<file path="config.mk">
export PLATFORM = sky130hd
export DESIGN_NAME = clk_div_bank
export DESIGN_NICKNAME = d
export VERILOG_FILES = /design/src/rtl/clk_div_bank.sv
export SDC_FILE = /design/constraint.sdc
export NUM_CORES = 1
export LEC_CHECK = 0
export CORE_ASPECT_RATIO = 1.1
export CORE_MARGIN = 8
export CORE_UTILIZATION = 56
export CTS_BUF_LIST = sky130_fd_sc_hd__clkbuf_4 sky130_fd_sc_hd__clkbuf_8
export DETAILED_ROUTE_END_ITERATION = 10
export GPL_TIMING_DRIVEN = 0
export PLACE_DENSITY_LB_ADDON = 0.15
export SETUP_SLACK_MARGIN = 0.2
export SLEW_MARGIN = 20
export SYNTH_ARGS = -nofsm -noshare
export SYNTH_HDL_FRONTEND = slang
export SYNTH_SLANG_ARGS = --single-unit
</file>
<file path="constraint.sdc">
create_clock -name clk -period 6.5 [get_ports clk]
set_input_delay 1.625 -clock clk [delete_from_list [all_inputs] [get_ports clk]]
set_output_delay 1.625 -clock clk [all_outputs]
set_load 0.01 [all_outputs]
</file>
<file path="src/rtl/clk_div_bank.sv">
// -----------------------------------------------------------------------------
// clk_div_bank
//
// Bank of NUM_CH independent programmable clock dividers. Every channel runs
// entirely on clk: the "divided clock" is delivered as a one-cycle clock-enable
// pulse (tick) plus a registered 50%-duty square wave (div_out). No derived or
// ripple clocks are created.
//
// Each channel holds a counter, an active ratio, a shadow ratio and a pending
// flag. Writes land in the shadow register and are promoted to the active
// register only at a period boundary (wrap), on sync, or immediately while the
// channel is disabled. As a result, a ratio change never produces a shortened
// or stretched period.
//
// Ports
//   clk       in   1        single clock, rising edge
//   rst       in   1        asynchronous active-high reset
//   en        in   NUM_CH   per-channel run enable
//   cfg_wr    in   1        one-cycle config write strobe
//   cfg_ch    in   CH_W     target channel of the write (>= NUM_CH ignored)
//   cfg_div   in   CNT_W    new divide ratio (0 behaves as 1)
//   sync      in   1        phase-align pulse: restarts every channel
//   tick      out  NUM_CH   one-cycle pulse every Deff cycles
//   div_out   out  NUM_CH   square wave with period 2*Deff
//   cfg_pend  out  NUM_CH   shadow ratio waiting to be applied
// -----------------------------------------------------------------------------
module clk_div_bank #(
   parameter int NUM_CH  = 5,
   parameter int CNT_W   = 8,
   parameter int CH_W    = 3,
   parameter int DEF_DIV = 2
) (
   input  logic              clk,
   input  logic              rst,
   input  logic [NUM_CH-1:0] en,
   input  logic              cfg_wr,
   input  logic [CH_W-1:0]   cfg_ch,
   input  logic [CNT_W-1:0]  cfg_div,
   input  logic              sync,
   output logic [NUM_CH-1:0] tick,
   output logic [NUM_CH-1:0] div_out,
   output logic [NUM_CH-1:0] cfg_pend
);

   localparam logic [CNT_W-1:0] RST_DIV = CNT_W'(DEF_DIV);
   localparam logic [CNT_W-1:0] ONE     = CNT_W'(1);

   genvar gi;
   generate
      for (gi = 0; gi < NUM_CH; gi++) begin : g_ch
         logic [CNT_W-1:0] cnt_reg, cnt_next;
         logic [CNT_W-1:0] act_reg, act_next;
         logic [CNT_W-1:0] shd_reg, shd_next;
         logic             pend_reg, pend_next;
         logic             tick_reg, tick_next;
         logic             div_reg, div_next;

         logic [CNT_W-1:0] last_cnt;   // Deff - 1, the count value that wraps
         logic             wr_hit;
         logic             wrap;
         logic             apply;

         // Ratio 0 is treated as 1, so the terminal count is 0 in both cases.
         assign last_cnt = (act_reg == '0) ? '0 : (act_reg - ONE);

         // Only a write whose channel index matches exactly hits this channel.
         // Out-of-range indices therefore match no channel and are ignored.
         assign wr_hit = cfg_wr && (cfg_ch == CH_W'(gi));

         // The >= comparison guards against a count that is already past the
         // terminal value; the active ratio only changes while cnt is 0, so
         // in normal operation this is an equality test.
         assign wrap = en[gi] && (cnt_reg >= last_cnt);

         // The shadow ratio is promoted at a period boundary, on sync, or
         // whenever the channel is idle. Promotion always uses the shadow value
         // held before this edge, so a write that coincides with the boundary
         // stays pending for the next one.
         assign apply = pend_reg && (sync || !en[gi] || wrap);

         always_comb begin
            cnt_next  = cnt_reg;
            tick_next = 1'b0;
            div_next  = div_reg;
            act_next  = act_reg;
            shd_next  = shd_reg;
            pend_next = pend_reg;

            // sync wins over the enable and wrap paths.
            if (sync) begin
               cnt_next  = '0;
               tick_next = 1'b0;
               div_next  = 1'b0;
            end else if (!en[gi]) begin
               cnt_next  = '0;
               tick_next = 1'b0;
            end else if (wrap) begin
               cnt_next  = '0;
               tick_next = 1'b1;
               div_next  = ~div_reg;
            end else begin
               cnt_next  = cnt_reg + ONE;
               tick_next = 1'b0;
            end

            if (apply) begin
               act_next  = shd_reg;
               pend_next = 1'b0;
            end

            // A new write always leaves the channel pending, even if an
            // older shadow value is promoted on this same edge.
            if (wr_hit) begin
               shd_next  = cfg_div;
               pend_next = 1'b1;
            end
         end

         always_ff @(posedge clk or posedge rst) begin
            if (rst) begin
               cnt_reg  <= '0;
               act_reg  <= RST_DIV;
               shd_reg  <= RST_DIV;
               pend_reg <= 1'b0;
               tick_reg <= 1'b0;
               div_reg  <= 1'b0;
            end else begin
               cnt_reg  <= cnt_next;
               act_reg  <= act_next;
               shd_reg  <= shd_next;
               pend_reg <= pend_next;
               tick_reg <= tick_next;
               div_reg  <= div_next;
            end
         end

         assign tick[gi]     = tick_reg;
         assign div_out[gi]  = div_reg;
         assign cfg_pend[gi] = pend_reg;
      end
   endgenerate

endmodule

</file>
==> results.toml, run 1 <==
[sta]
max_slew_margin = 0.437
maxSlewViolCount = 0
period_share = 0.557
hold_viol_final = 0
fin_ws_ns = 2.88
finalSetupViolCount = 0
finalCriticalPeriod_ns = 3.62
fin_skew_ns = 0.00892
worst_pin_slew_ns = 0.842
rsz0062_at_grt = "no"
clock.fmax_ghz = 0.276

[floorplanning]
io_pins = 35
die_w_um = 123
core_um2 = 12500
die_area_um2 = 16600
floorplan.initialDensity = 0.570
rows = 43
die_height_um = 134

[placed_design]
numPortBuffers = 33
dp_slack_ns = 2.59
dp_cells = 823
placed_area_um2 = 7670
gp_congestion = 0.771
dp_hpwl_um = 9660

[clock_tree]
clk_latency_ns = 0.44
path_clk_slew_ns = 0.07
ctsHoldBuffers = 0
cts.path.max_buffers = 2
cts_root_buffer = "clkbuf_8"
ctsHtreeMaxLevel = 4
post_cts_resized = 0
cts_tree = "done"
clock_sinks = 135
cts_setup_buffers = 0
numCtsBuffers = 17

[finish]
layout-drive-gt1-share = 0.229
fin_nets = 755
utilization = 0.648
synthToLayoutAreaGrowth_pct = 13.8
final_cells = 855
multi_input_area_um2 = 3480
final_area_um2 = 8090
fillCellCount = 1023
seq_area_um2 = 3390
num_antenna_cells = 0

[job]
cap_violations = 0

[worst_hold_path]
hold_end = "g_ch[0].act_reg[4]"
whs_path_depth = 1
hp-start = "g_ch[0].shd_reg[4]"
hp-class = "reg2reg"

[setup_path]
worst-path-buf-inv = 1
cpMostUsedCell = "ha_1"
worstRegToRegCells = 10
critPathTopFamily = "simple AND/OR/NAND/NOR gates"
crit_arrival_ns = 3.94
slowest_stage = "a221oi_1"
required_ns = 6.82
reg2reg_from = "g_ch[0].act_reg[0]"
worstPathMaxFanout = 8
crit_path_end_kind = "register"
path_class = "reg2reg"
rrSetupSlack_ns = 2.88
reg2reg_to = "g_ch[0].act_reg[2]"
worstPathCellList = "inv_1, ha_1, nor3b_1, nand3b_1, and2_1, ha_1, o21ai_0, a221oi_1, o21ai_2, mux2_2"
cpPeakStageDelay_ns = 0.65
cp-start-kind = "register"

[power]
pwr-share-clk = 0.248
p_switching_mw = 0.971
power.total_mw = 2.93
switching_share = 0.332
cellPowerDensity_nw_per_um2 = 362
intPower_mw = 1.96
peakVddDrop_uv = 234
power_frac_comb = 0.334
p_seq_frac = 0.418
leakage_nw = 3.77

[global_routing]
gr-total-overflow = 0
grt_usage = 0.174
first_global_vias = 4812
grt_pass1_wl_um = 22700
grt_max_degree = 107
antenna_found_initial = 0

[drt]
drc_errors = 0
vias_per_cell = 5.53
ant_nets = 0
drtIter0Drc = 214
wl_per_cell_um = 15.5
vias = 4725
drt_wl_total_um = 13200
firstDrtPassIters = 4

[synthesis]
synth_edf_count = 0
ys_ff_latch = 135
avgSynthCellArea_um2 = 11.3
yosysUniqueCellTypes = 51
ys_warn_count = 0
syn_inst = 632
synth_ff_type = "dfrtp_1"
async_reset_ff_frac = 1.00
synth_nets = 702
synth_area_um2 = 7110
seq_area_frac_synth = 0.477

[status]
outcome = "completed"
==> cell usage after synthesis (2+ instances only) <==
master,n,share of area
nor3b_1,7,0.0074
clkbuf_1,5,0.0026
mux2i_1,4,0.0056
nand3b_1,4,0.0042
a41o_1,2,0.0028
o21a_1,2,0.0021
nand2_1,26,0.014
or2_2,2,0.0018
nand4_1,5,0.0044
dfrtp_1,125,0.44
nor3_1,16,0.011
or3_1,3,0.0026
a2111oi_2,2,0.0042
and3_1,11,0.0097
nand3_1,28,0.020
a221oi_1,3,0.0037
xnor2_1,12,0.015
or3b_2,2,0.0025
a21o_1,8,0.0084
xor2_1,32,0.039
nor2_1,64,0.034
nor2b_1,16,0.014
o21ai_0,16,0.011
a211oi_1,2,0.0021
nand2b_1,10,0.0088
buf_4,15,0.016
inv_1,27,0.014
ha_1,50,0.088
and2_1,7,0.0062
a21oi_1,10,0.0070
o21ai_2,3,0.0037
mux2_2,85,0.13
dfstp_2,10,0.037
==> layout by cell type, fill, tap and decap left out, types with 19 or more instances in the layout <==
master and count:
dfrtp_1 125, mux2_2 85, nor2_1 64, ha_1 50, clkdlybuf4s50_1 33, xor2_1 32
nand3_1 28, inv_1 26, nand2_1 26, clkbuf_8 19
==> worst reg2reg max path: stages, from the launching register on <==
cell      delay [ns]
dfrtp_1         0.41
inv_1           0.09
ha_1            0.18
nor3b_1         0.51
nand3b_1        0.32
and2_1          0.27
ha_1            0.30
o21ai_0         0.10
a221oi_1        0.65
o21ai_2         0.32
mux2_2          0.35
==> through the flow <==
step / setup TNS [ns] / hold WS [ns]
3_3_place_gp: -43.25 / 0.484
2_1_floorplan: 0 / 0.467
4_1_cts: 0 / 0.506
3_5_place_dp: 0 / 0.489
6_report: 0 / 0.499
5_1_grt: 0 / 0.518
==> cell type report <==
cell class / count / share of cell area
multi-input cells: 449 / 0.430
plain buffers: 21 / 0.0169
inverters: 27 / 0.0135
flip-flops and latches: 135 / 0.419
clock inverters: 12 / 0.0186
repair buffers: 34 / 0.0442
clock buffers: 20 / 0.0332
well taps: 157 / 0.0243
==> how the worst max path moves through the flow <==
stage,start,to,slack (ns),cells after the start
2_1_floorplan,rst,g_ch[0].act_reg[0],1.28,1
3_3_place_gp,rst,g_ch[0].act_reg[2],-0.36,2
3_5_place_dp,sync,g_ch[0].act_reg[2],2.59,4
4_1_cts,g_ch[0].act_reg[0],g_ch[0].act_reg[2],2.85,11
5_1_grt,g_ch[2].act_reg[0],g_ch[2].act_reg[6],2.63,12
6_report,g_ch[0].act_reg[0],g_ch[0].act_reg[2],2.88,10
==> power by group through the flow <==
stage                     Combinational (mW)  Clock, mW  Sequential (mW)
after floorplan                        0.782          0             1.19
after global placement                 0.919          0             1.22
after detailed placement               0.983          0             1.24
after CTS                              0.992      0.746             1.22
after global routing                    1.12      0.784             1.26
final                                  0.979      0.726             1.22
==> routing by layer <==
| metal | wire, um | vias to the layer above | global-route usage |
|---|---|---|---|
| met2 | 6430 | 67 | 0.273 |
| met5 | 0 | - | 0 |
| met4 | 301 | 0 | 0.0824 |
| li1 | - | 2302 | - |
| met3 | 469 | 20 | 0.0408 |
| met1 | 6020 | 2336 | 0.221 |
==> logic make-up (layout without fill, tap and decap cells) <==
logic type,after synthesis,count (layout),share of synthesized area
AOI/OAI and AO/OA,56,56,0.0561
adders and majority gates,50,50,0.0880
and+or+nand+nor,210,210,0.151
DFF,135,135,0.477
buffers and inverters,48,114,0.0334
muxes,89,89,0.140
xor gates and xnor gates,44,44,0.0542
Note: power is estimated with default switching activity, not from simulation.
==> run 2, diff against run 1 <==
Clock period 6.5 ns to 3.44 ns, I/O delays scaled along.
==> run 2 against run 1 <==
Largest power group unchanged; critical path type unchanged; non-clock buffer count grew 23; power grew 100%; first-iteration DRC count shrank 27%; largest cell class unchanged; combinational power increased by 120%; register-to-register slack got worse by 2.6 ns.
==> results.toml, run 2 (synthesis results as in run 1) <==
[setup_path]
worstPathMaxFanout = 8
cpPeakStageDelay_ns = 0.46
critPathTopFamily = "simple AND/OR/NAND/NOR gates"
slowest_stage = "a2111oi_4"
worst-path-buf-inv = 1
required_ns = 3.76
crit_arrival_ns = 3.51
cp-start-kind = "register"
path_class = "reg2reg"
crit_path_end_kind = "register"
cpMostUsedCell = "ha_1"
worstPathCellList = "inv_1, ha_1, nor2b_4, nand3b_1, or3_4, and2_1, ha_1, nand2b_4, a2111oi_4, o31ai_4, nand2_4, mux2_2"

[power]
switching_share = 0.338
cellPowerDensity_nw_per_um2 = 683
leakage_nw = 4.01
peakVddDrop_uv = 395
power.total_mw = 5.85
p_seq_frac = 0.403
pwr-share-clk = 0.225
p_switching_mw = 1.98
intPower_mw = 3.87
power_frac_comb = 0.373

[floorplanning]
core_um2 = 12500
die_w_um = 123
die_area_um2 = 16600
io_pins = 35
rows = 43
floorplan.initialDensity = 0.570
die_height_um = 134

[global_routing]
grt_usage = 0.181
grt_pass1_wl_um = 23500
first_global_vias = 4960
gr-total-overflow = 0
grt_max_degree = 30
antenna_found_initial = 0

[sta]
max_slew_margin = 0.454
worst_pin_slew_ns = 0.815
rsz0062_at_grt = "yes"
holdWs_ns = 0.499
tns_ns = 0
hold_viol_final = 0
fin_skew_ns = 0.00886
clock.fmax_ghz = 0.313
finalCriticalPeriod_ns = 3.19
finalSetupViolCount = 0
maxSlewViolCount = 0
period_share = 0.929

[status]
outcome = "completed"

[clock_tree]
clock_sinks = 135
path_clk_slew_ns = 0.08
cts.path.max_buffers = 2
cts_tree = "done"
ctsHoldBuffers = 0
cts_root_buffer = "clkbuf_8"
ctsHtreeMaxLevel = 4
clk_latency_ns = 0.44
numCtsBuffers = 17

[placed_design]
dp_hpwl_um = 10100
numPortBuffers = 33
gp_congestion = 0.789

[drt]
drc_errors = 0
wl_per_cell_um = 16.2
drt_wl_total_um = 14200
ant_nets = 0
vias = 4838
drtIter0Drc = 157
firstDrtPassIters = 4
vias_per_cell = 5.51

[finish]
multi_input_area_um2 = 3710
most-common-layout-cells = "dfrtp_1, mux2_2, nor2_1"
seq_area_um2 = 3390
fillCellCount = 935
layout-drive-gt1-share = 0.290
utilization = 0.686
final_common_cell = "dfrtp_1"
num_antenna_cells = 0
synthToLayoutAreaGrowth_pct = 20.5
fin_nets = 778

[worst_hold_path]
hp-class = "reg2reg"

[job]
cap_violations = 0
run 2: changes by cell type in the layout (fill, tap and decap cells not counted), moves of 5 or more:
cell,delta
buf_12,+6
mux2_2,-9
mux2_4,+9
nor3_1,-5
nor3_2,+5
buf_4,+16
run 2: cell type report:
| type | instances | share of cell area |
|---|---|---|
| multi-input cells | 449 | 0.433 |
| flip-flops and latches | 135 | 0.396 |
| repair buffers | 57 | 0.0730 |
| clock buffers | 24 | 0.0356 |
| well taps | 157 | 0.0229 |
| plain buffers | 21 | 0.0159 |
| inverters | 27 | 0.0123 |
| clock inverters | 8 | 0.0112 |
run 2: final timing paths:
path,start,to,slack (ns),cells after the start
hold reg to reg,g_ch[2].shd_reg[3],g_ch[2].act_reg[3],0.50,1
max in group asynchronous,rst,g_ch[3].act_reg[1],1.37,7
setup reg to reg,g_ch[2].act_reg[0],g_ch[2].act_reg[7],0.25,12
setup / recovery,g_ch[2].act_reg[0],g_ch[2].act_reg[7],0.25,12
min in group asynchronous,rst,g_ch[1].cnt_reg[2],0.75,2
hold / removal,g_ch[2].shd_reg[3],g_ch[2].act_reg[3],0.50,1
run 2: per-stage QoR:
| stage | std cells | setup slack (ns) | area, um^2 |
|---|---|---|---|
| floorplan | 632 | 0.251 | 7110 |
| global placement | 822 | -0.185 | 7640 |
| detailed placement | 827 | -0.161 | 7760 |
| CTS | 866 | 0.201 | 8380 |
| global route | 878 | 0.149 | 8570 |
| finish | 878 | 0.245 | 8570 |
run 2: worst reg2reg max path, delay by kind of cell (launching register included):
family                     cells  cell delay, ns
DFF                            1            0.40
and+or+nand+nor                6            1.20
muxes                          1            0.35
AOI/OAI and AO/OA              2            0.61
buffers and inverters          1            0.07
adders and majority gates      2            0.43
run 2: per-layer routing:
metal	global-route usage	wire length [um]	vias to the layer above
li1	-	-	2354
met1	0.224	6350	2393
met5	0	0	-
met2	0.294	7130	68
met3	0.0492	406	23
met4	0.0663	309	0
run 2: repair_timing:
item | CTS | global route
setup buffers | 7 | 12
gates cloned | 0 | 0
resized for setup | 30 | 20
pin swaps | 10 | 12
endpoints found under the setup margin | 61 | 65
run 2: power by group through the flow:
| stage | sequential [mW] | clock, mW | combinational [mW] |
|---|---|---|---|
| 4_1_cts | 2.33 | 1.34 | 2.05 |
| 2_1_floorplan | 2.24 | 0 | 1.48 |
| 5_1_grt | 2.42 | 1.41 | 2.45 |
| 6_report | 2.35 | 1.31 | 2.18 |
| 3_3_place_gp | 2.32 | 0 | 1.74 |
| 3_5_place_dp | 2.35 | 0 | 1.87 |
==> run 3, diff against run 2 <==
--- a/config.mk
+++ b/config.mk
@@ -8,5 +8,5 @@
 export CORE_ASPECT_RATIO = 1.1
 export CORE_MARGIN = 8
-export CORE_UTILIZATION = 56
+export CORE_UTILIZATION = 55
 export CTS_BUF_LIST = sky130_fd_sc_hd__clkbuf_4 sky130_fd_sc_hd__clkbuf_8
 export DETAILED_ROUTE_END_ITERATION = 10
==> constraint.sdc (replaced) <==
create_clock -name clk -period 3.44 [get_ports clk]
set_input_delay 0.344 -clock clk [delete_from_list [all_inputs] [get_ports clk]]
set_output_delay 0.344 -clock clk [all_outputs]
set_load 0.01 [all_outputs]
==> run 3 against run 2 <==
Power up 1.4%; global-route usage fell by 0.60 points; clock power is essentially flat; design area up 0.37%; first-iteration DRC count rose by 32%; cell count down 0.23%; via count down 0.52%; sequential share of layout area shrank 0.14 points; die area grew 1.6%; wire length fell by 0.20%; critical path type unchanged; critical endpoint is now g_ch[3].act_reg[6].
==> results.toml, run 3 (synthesis results as in run 1) <==
[status]
outcome = "completed"

[finish]
layout-drive-gt1-share = 0.295
utilization = 0.680
fin_nets = 777
final_cells = 876
synthToLayoutAreaGrowth_pct = 20.9
fillCellCount = 917
most-common-layout-cells = "dfrtp_1, mux2_2, nor2_1"
final_common_cell = "dfrtp_1"
num_antenna_cells = 0

[worst_hold_path]
hp-class = "in2async"

[floorplanning]
die_area_um2 = 16800
die_height_um = 135
rows = 43
floorplan.initialDensity = 0.562
core_um2 = 12600
die_w_um = 124
io_pins = 35

[clock_tree]
path_clk_slew_ns = 0.07
numCtsBuffers = 17
cts_root_buffer = "clkbuf_8"
clock_sinks = 135
clk_latency_ns = 0.44
cts.path.max_buffers = 2
ctsHoldBuffers = 0
ctsHtreeMaxLevel = 4
cts_tree = "done"

[drt]
drc_errors = 0
vias_per_cell = 5.49
wl_per_cell_um = 16.2
vias = 4813
drtIter0Drc = 208
ant_nets = 0
firstDrtPassIters = 5
drt_wl_total_um = 14200

[setup_path]
cpPeakStageDelay_ns = 0.42
worstRegToRegCells = 13
worstPathMaxFanout = 8
crit_arrival_ns = 3.53
rrSetupSlack_ns = 0.23
crit_path_end_kind = "register"
worstPathCellList = "inv_2, ha_4, nor2b_4, nand3b_1, or3_4, nand2_2, ha_1, and3_4, a221o_1, or3b_4, o21ai_4, buf_12, mux2_4"
path_class = "reg2reg"
required_ns = 3.76
cp-start-kind = "register"
slowest_stage = "dfrtp_1"

[global_routing]
first_global_vias = 5038
antenna_found_initial = 0
grt_max_degree = 34
grt_pass1_wl_um = 23900
grt_usage = 0.175
gr-total-overflow = 0

[power]
leakage_nw = 4.03
p_seq_frac = 0.398
pwr-share-clk = 0.227
peakVddDrop_uv = 378
switching_share = 0.333
power.total_mw = 5.93
intPower_mw = 3.96
power_frac_comb = 0.375
p_switching_mw = 1.98
cellPowerDensity_nw_per_um2 = 690

[sta]
worst_pin_slew_ns = 0.871
hold_viol_final = 0
maxSlewViolCount = 0
period_share = 0.934
finalSetupViolCount = 0
max_slew_margin = 0.417
fin_skew_ns = 0.00798
rsz0062_at_grt = "yes"
finalCriticalPeriod_ns = 3.21
holdWs_ns = 0.316
clock.fmax_ghz = 0.311

[placed_design]
gp_congestion = 0.790
dp_hpwl_um = 9950
numPortBuffers = 33
dp_cells = 826

[job]
cap_violations = 0
==> run 3: cell count changes in the layout (fill, tap and decap cells not counted), moves of 2 or more <==
| cell | delta |
|---|---|
| mux2_4 | +5 |
| clkinv_2 | -3 |
| nor3_1 | +2 |
| clkinvlp_4 | +3 |
| clkbuf_8 | -2 |
| nor3_2 | -2 |
| mux2_2 | -5 |
==> run 3: power by group through the flow <==
stage | registers, mW | logic, mW | clock network, mW
finish | 2.36 | 2.22 | 1.34
global route | 2.42 | 2.51 | 1.45
CTS | 2.33 | 2.03 | 1.38
detailed placement | 2.35 | 1.85 | 0
global placement | 2.32 | 1.74 | 0
floorplan | 2.24 | 1.48 | 0
==> run 3: layer usage <==
metal	vias to the layer above	GRT usage	wire, um
li1	2341	-	-
met1	2387	0.204	6420
met2	67	0.299	7100
met3	18	0.0509	391
met4	0	0.0656	256
met5	-	0	0
==> run 3: final cells by class <==
class                      instances  area [um^2]  share of cell area
multi-input combinational        449         3750               0.437
timing repair buffer              56          602              0.0700
tap                              157          196              0.0228
clock inverter                     8          125              0.0145
clock buffer                      23          285              0.0332
inverter                          27          105              0.0122
buffer                            21          140              0.0163
sequential                       135         3390               0.394
==> run 3: through the flow <==
step,setup slack [ns],cell area (um^2),TNS (ns)
after floorplan,0.251,7110,0
after global placement,-0.0363,7640,-0.243
after detailed placement,-0.0983,7730,-1.63
after CTS,0.192,8340,0
after global routing,0.0725,8600,0
final,0.227,8600,0
==> run 3: critical path: cells and delay by family, from the launching register on <==
family / cells / cell delay (ns)
AO/OA/AOI/OAI: 2 / 0.49
adder cells (fa/ha/maj): 2 / 0.34
buffers and inverters: 2 / 0.24
flip-flops: 1 / 0.42
multiplexers: 1 / 0.30
AND/OR/NAND/NOR: 6 / 1.29
==> run 3: path summary, 6_finish.rpt <==
| kind | start | to |
|---|---|---|
| worst max-delay path | g_ch[3].act_reg[0] | g_ch[3].act_reg[6] |
| worst min-delay path | rst | g_ch[1].cnt_reg[7] |
| worst max register to register | g_ch[3].act_reg[0] | g_ch[3].act_reg[6] |
| worst min register to register | g_ch[2].cnt_reg[0] | g_ch[2].cnt_reg[0] |
| max in group asynchronous | rst | g_ch[4].act_reg[1] |
| min in group clk | cfg_ch[0] | g_ch[0].pend_reg |
==> run 3: what timing repair did <==
item	in CTS	in global routing
endpoints found under the setup margin	65	66
resized for setup	29	37
buffers inserted	6	13
pin swaps	7	10
gates cloned	0	0
